## src/rtl/pe_mode_scheduler.sv

```systemverilog
// rtl/pe_mode_scheduler.sv - issue scheduler for the multi-precision FP processing element
//
// Accepts product-group requests, drives the registered precision mode into
// the PE datapath, drains the pipeline before any mode change, tracks
// downstream result-buffer credits and tags each result with mode/last.
//
// Optional feature macro: PE_SCHED_PERF_EN (adds perf_issue / perf_stall).
//
// Ports:
//   clk, rst_n            clock, synchronous active-low reset
//   in_valid/in_ready     request handshake; in_mode (00 FP16, 01 FP32,
//                         10 FP64, 11 reserved), in_last ends a group
//   pe_issue, pe_mode,    operand-load strobe, registered datapath mode,
//   pe_acc_clr            accumulator clear qualifying pe_issue
//   res_valid/last/mode   result strobe and its tags, PIPE_LAT after issue
//   res_pop               one result-buffer entry freed (credit return)
//   credits               free result-buffer entries
//   busy                  not in RUN, or operations in flight
//   err_mode              sticky: reserved mode seen or mode change mid-group
//   perf_issue/perf_stall saturating counters (PE_SCHED_PERF_EN only)

module pe_mode_scheduler #(
  parameter  int PIPE_LAT = 4,
  parameter  int CREDITS  = 8,
  localparam int CW       = $clog2(CREDITS + 1)
) (
  input  logic          clk,
  input  logic          rst_n,
  input  logic          in_valid,
  output logic          in_ready,
  input  logic [1:0]    in_mode,
  input  logic          in_last,
  output logic          pe_issue,
  output logic [1:0]    pe_mode,
  output logic          pe_acc_clr,
  output logic          res_valid,
  output logic          res_last,
  output logic [1:0]    res_mode,
  input  logic          res_pop,
  output logic [CW-1:0] credits,
`ifdef PE_SCHED_PERF_EN
  output logic [31:0]   perf_issue,
  output logic [31:0]   perf_stall,
`endif
  output logic          busy,
  output logic          err_mode
);

  typedef enum logic [1:0] {
    S_RUN    = 2'd0,
    S_DRAIN  = 2'd1,
    S_SWITCH = 2'd2
  } state_t;

  localparam logic [CW-1:0] CRED_MAX = CW'(CREDITS);
  localparam logic [CW-1:0] CRED_ONE = CW'(1);

  state_t        r_state;
  state_t        w_state_nxt;
  logic [1:0]    r_pe_mode;
  logic [CW-1:0] r_credits;
  logic          r_grp_open;
  logic          r_force_clr;
  logic          r_acc_clr;
  logic          r_err_mode;

  // Tag stage 0 is the issue cycle (drives pe_issue); stage PIPE_LAT is the
  // result cycle (drives res_*).
  logic          r_tag_v    [0:PIPE_LAT];
  logic          r_tag_last [0:PIPE_LAT];
  logic [1:0]    r_tag_mode [0:PIPE_LAT];

  logic          w_in_ready;
  logic          w_reserved;
  logic          w_accept;
  logic          w_issue_acc;
  logic          w_mode_chg;
  logic          w_pop_eff;
  logic          w_inflight;

  assign w_reserved  = (in_mode == 2'b11);
  assign w_accept    = in_valid & w_in_ready;
  assign w_issue_acc = w_accept & ~w_reserved;
  // A pop at full credits is ignored unless it pairs with an accept.
  assign w_pop_eff   = res_pop & ((r_credits != CRED_MAX) | w_issue_acc);
  assign w_mode_chg  = (r_state == S_SWITCH) & in_valid & (in_mode != r_pe_mode);

  // The result stage is excluded: a result being handed to the buffer
  // no longer blocks a mode switch.
  always_comb begin
    w_inflight = 1'b0;
    for (int k = 0; k < PIPE_LAT; k++) begin
      w_inflight = w_inflight | r_tag_v[k];
    end
  end

  always_comb begin
    w_state_nxt = r_state;
    w_in_ready  = 1'b0;
    case (r_state)
      S_RUN: begin
        w_in_ready = w_reserved | ((in_mode == r_pe_mode) & (r_credits != '0));
        if (in_valid && !w_reserved && (in_mode != r_pe_mode)) begin
          w_state_nxt = S_DRAIN;
        end
      end
      S_DRAIN: begin
        if (!w_inflight) begin
          w_state_nxt = S_SWITCH;
        end
      end
      S_SWITCH: begin
        w_state_nxt = S_RUN;
      end
      default: begin
        w_state_nxt = S_RUN;
      end
    endcase
  end

  always_ff @(posedge clk) begin
    if (!rst_n) begin
      r_state     <= S_RUN;
      r_pe_mode   <= 2'b00;
      r_credits   <= CRED_MAX;
      r_grp_open  <= 1'b0;
      r_force_clr <= 1'b0;
      r_acc_clr   <= 1'b0;
      r_err_mode  <= 1'b0;
      for (int k = 0; k <= PIPE_LAT; k++) begin
        r_tag_v[k]    <= 1'b0;
        r_tag_last[k] <= 1'b0;
        r_tag_mode[k] <= 2'b00;
      end
    end else begin
      r_state <= w_state_nxt;

      if (w_accept) begin
        r_grp_open <= ~in_last;
      end

      // SWITCH never accepts, so clearing and setting r_force_clr cannot
      // collide in the same cycle.
      if (w_issue_acc) begin
        r_force_clr <= 1'b0;
      end
      if (w_mode_chg) begin
        r_pe_mode   <= in_mode;
        r_force_clr <= 1'b1;
      end

      if ((w_accept && w_reserved) || (w_mode_chg && r_grp_open)) begin
        r_err_mode <= 1'b1;
      end

      r_acc_clr <= w_issue_acc & (~r_grp_open | r_force_clr);

      if (w_issue_acc && !w_pop_eff) begin
        r_credits <= r_credits - CRED_ONE;
      end else if (w_pop_eff && !w_issue_acc) begin
        r_credits <= r_credits + CRED_ONE;
      end

      r_tag_v[0]    <= w_issue_acc;
      r_tag_last[0] <= in_last;
      r_tag_mode[0] <= r_pe_mode;
      for (int k = 1; k <= PIPE_LAT; k++) begin
        r_tag_v[k]    <= r_tag_v[k-1];
        r_tag_last[k] <= r_tag_last[k-1];
        r_tag_mode[k] <= r_tag_mode[k-1];
      end
    end
  end

`ifdef PE_SCHED_PERF_EN
  logic [31:0] r_perf_issue;
  logic [31:0] r_perf_stall;

  always_ff @(posedge clk) begin
    if (!rst_n) begin
      r_perf_issue <= 32'd0;
      r_perf_stall <= 32'd0;
    end else begin
      if (r_tag_v[0] && (r_perf_issue != 32'hFFFF_FFFF)) begin
        r_perf_issue <= r_perf_issue + 32'd1;
      end
      if (in_valid && !w_in_ready && (r_perf_stall != 32'hFFFF_FFFF)) begin
        r_perf_stall <= r_perf_stall + 32'd1;
      end
    end
  end

  assign perf_issue = r_perf_issue;
  assign perf_stall = r_perf_stall;
`endif

  assign in_ready   = w_in_ready;
  assign pe_issue   = r_tag_v[0];
  assign pe_mode    = r_pe_mode;
  assign pe_acc_clr = r_acc_clr;
  assign res_valid  = r_tag_v[PIPE_LAT];
  assign res_last   = r_tag_last[PIPE_LAT];
  assign res_mode   = r_tag_mode[PIPE_LAT];
  assign credits    = r_credits;
  assign busy       = (r_state != S_RUN) | w_inflight;
  assign err_mode   = r_err_mode;

endmodule

```

## config.mk

```make
export PLATFORM = sky130hd
export DESIGN_NAME = pe_mode_scheduler
export DESIGN_NICKNAME = d
export VERILOG_FILES = /design/src/rtl/pe_mode_scheduler.sv
export SDC_FILE = /design/constraint.sdc
export NUM_CORES = 1
export LEC_CHECK = 0
export CAP_MARGIN = 5
export CORE_MARGIN = 2
export CORE_UTILIZATION = 35
export CTS_CLUSTER_SIZE = 14
export DETAILED_ROUTE_END_ITERATION = 10
export PLACE_DENSITY = 0.58
export SYNTH_ARGS = -nofsm -noshare
export SYNTH_HDL_FRONTEND = slang
export SYNTH_SLANG_ARGS = --single-unit
```

## constraint.sdc

```tcl
create_clock -name clk -period 5.35 [get_ports clk]
set_clock_uncertainty 0.05 [all_clocks]
set_input_delay 0.535 -clock clk [delete_from_list [all_inputs] [get_ports clk]]
set_output_delay 0.535 -clock clk [all_outputs]
set_load 0.1 [all_outputs]
```

==> impl_metrics.ini <==
[run_status]
outcome = finished, final reports clean

[timing]
maxSlewHeadroom_pct = 34.1
tns_ns = 0
rsz0062_at_grt = no
fin_crit_sh_pct = 64.8
worstMarginPinSlew_ns = 0.985
slew_violations = 0
hold_violations = 0
min_period_ns = 3.47
setup-violations-final = 0
max_freq_mhz = 288

[power_and_ir_drop]
power.internal_uw = 312
ir_drop_v = 0.000111
swShare_pct = 29.0
p_leak_uw = 0.000631
p_per_area_nw_per_um2 = 289
power_frac_comb_pct = 18.0
power_frac_clock_pct = 25.4
p_seq_share_pct = 56.6
p_switching_uw = 128

[placed_design]
dp_hpwl_um = 1520
portBuffers = 21
place_congestion = 0.760

[clocking]
clk_path_buf_depth = 2
hold_buffers = 0
clkLatencyLatePin_ns = 0.31
cts_sinks = 32
cts_root_buf = clkbuf_4
cts_resized = 0
cts_tree = built
ctsHtreeMaxLevel = 2
cts_setup_buffers = 0
clk_pin_slew_ns = 0.09
numCtsBuffers = 5

[critical_path]
r2r_slack_ns = 2.45
worstPathArrival_ns = 2.88
rr_worst_depth = 10
path_class = in -> out
startpoint_type = input pin
r2r-end = credits[3]
crit_fanout = 4
r2r_start = r_state[1]
endpoint_kind = primary output
required_ns = 4.76

[yosys]
ys_types = 36
netlist_instances = 120
synth.yosys.seq_area_share_pct = 51.5
synth_xor_area_share_pct = 2.11
synthAdderAreaFrac_pct = 3.62
synth.area.top_cells = dfxtp_1 52%, and2_1 11%, mux2i_1 4.0%
avgSynthCellArea_sq_um = 10.4
synthMuxAreaShare_pct = 4.02
yosys.area_share.simple_pct = 25.1
synth_nets = 130
yosysTopAreaCell = dfxtp_1
ys_ff_latch = 32
synth_compound_area_share_pct = 9.36
netlist_area_sq_um = 1240
synth_top_family_by_area = simple AND/OR/NAND/NOR gates
yosysTopAreaCellShare_pct = 51.5
ys_warn_count = 0

[worst_hold_path]
hold_path_depth = 1
min_from = r_tag_last[0][0]
holdPathEnd = r_tag_last[0][1]
hp-class = reg -> reg

[die]
die_w_um = 63.6
core_area_sq_um = 3360
die_h_um = 63.6
fp.dieArea_sq_um = 4050
initial_core_util_pct = 37.0
ioPinCount = 22
row_count = 21

[drt]
drc_errors = 0
wl_per_cell_um = 11.1
drt_iter0_drc = 38
ant_nets = 0
viasPerCell = 4.66
vias = 871
drtPass1Iterations = 4
drt_wl_total_um = 2080

[layout]
diodes = 0
mostFrequentLayoutCell = dfxtp_1
areaGrowthSynthToFinish_pct = 22.4
drive_above_1_share_pct = 8.51
nNetsFinal = 153
final_cell_mix = 32 x dfxtp_1, 21 x and2_1, 21 x clkdlybuf4s50_1
fin_util_pct = 45.3

[global_routing]
grt_pass1_vias = 888
grt_max_degree = 27
grt.overflow.total = 0
antenna_found_initial = 0
track_usage_pct = 12.1
grt_first_pass_wirelength_um = 3730

[run]
max_cap_violations = 0
## registers in the layout (all words and copies together), names as in the netlist
register     flops
err_mode         1
r_state          2
r_tag_last       5
pe_acc_clr       1
r_force_clr      1
credits          4
pe_mode          2
r_tag_mode      10
r_grp_open       1
r_tag_v          5
## cell usage after synthesis
master and n:
a21oi_1 3, nand2b_1 1, clkinv_1 1, inv_1 4, o32a_1 1, nand2_1 9, o211ai_1 1, or3_4 1
and2_1 21, or3_1 1, dfxtp_1 32, nor4b_1 1, clkbuf_1 3, a31oi_1 1, or4b_4 1, nor2_1 7
fa_1 1, nor3b_4 1, clkinv_4 1, a311oi_1 1, buf_4 2, mux2i_1 5, ha_1 2, nor4_1 2
a31oi_4 1, xor2_1 2, or3b_2 1, a21boi_0 1, o31ai_1 1, a21o_1 2, o22a_1 1, xnor2_1 1
nor3_1 2, nand3_1 3, or2_4 1, o31a_1 1
## worst max-delay path: stages
cell and delay [ns]:
clkdlybuf4s50_1 0.47, xor2_1 0.20, o31ai_1 0.37, and2_1 0.18, clkdlybuf4s50_1 1.13
## power groups by stage
stage / clock network (uW) / logic [uW] / registers [uW]
2_1_floorplan: 0 / 40.7 / 273
3_3_place_gp: 0 / 78.4 / 254
3_5_place_dp: 0 / 79.2 / 254
4_1_cts: 118 / 79.5 / 249
5_1_grt: 130 / 84.4 / 250
6_report: 112 / 79.1 / 249
## metal layers
layer  GRT usage [%]  wire length, um  vias up
met5               0                0        -
met1            13.3              973      395
li1                -                -      450
met3            4.46              111        4
met4            7.07               27        0
met2            20.0              967       22
## cell type report
class	count	area [sq um]
Clock buffer	5	37.5
Inverter	6	27.5
Fill cell	342	1840
Sequential cell	32	641
Multi-Input combinational cell	77	549
Timing Repair Buffer	21	210
Tap cell	46	57.6
## logic make-up (layout without fill, tap and decap cells)
| logic type | after synthesis | in the layout |
|---|---|---|
| and+or+nand+nor | 52 | 52 |
| DFF | 32 | 32 |
| AOI/OAI and AO/OA | 14 | 14 |
| buffers and inverters | 11 | 32 |
| muxes | 5 | 5 |
| adders and majority gates | 3 | 3 |
| xor gates and xnor gates | 3 | 3 |
## worst max path at each step
stage | startpoint | endpoint | slack, ns | cells past startpoint
6_report | in_mode[0] | in_ready | 1.88 | 5
3_3_place_gp | in_valid | credits[3] | 1.86 | 11
3_5_place_dp | in_valid | credits[3] | 1.82 | 11
5_1_grt | in_mode[0] | in_ready | 1.78 | 5
2_1_floorplan | pe_mode[0] | credits[3] | 1.91 | 10
4_1_cts | in_mode[0] | in_ready | 1.88 | 5
## stage by stage
| step | power (uW) | instance area, sq um | hold slack, ns | setup WS (ns) | cells |
|---|---|---|---|---|---|
| 2_1_floorplan | 314 | 1240 | 0.362 | 1.91 | 120 |
| 3_3_place_gp | 333 | 1490 | 0.364 | 1.86 | 182 |
| 3_5_place_dp | 334 | 1490 | 0.369 | 1.82 | 182 |
| 4_1_cts | 446 | 1520 | 0.388 | 1.88 | 187 |
| 5_1_grt | 465 | 1520 | 0.401 | 1.78 | 187 |
| 6_report | 440 | 1520 | 0.383 | 1.88 | 187 |
Note: power is estimated with default switching activity, not from simulation.
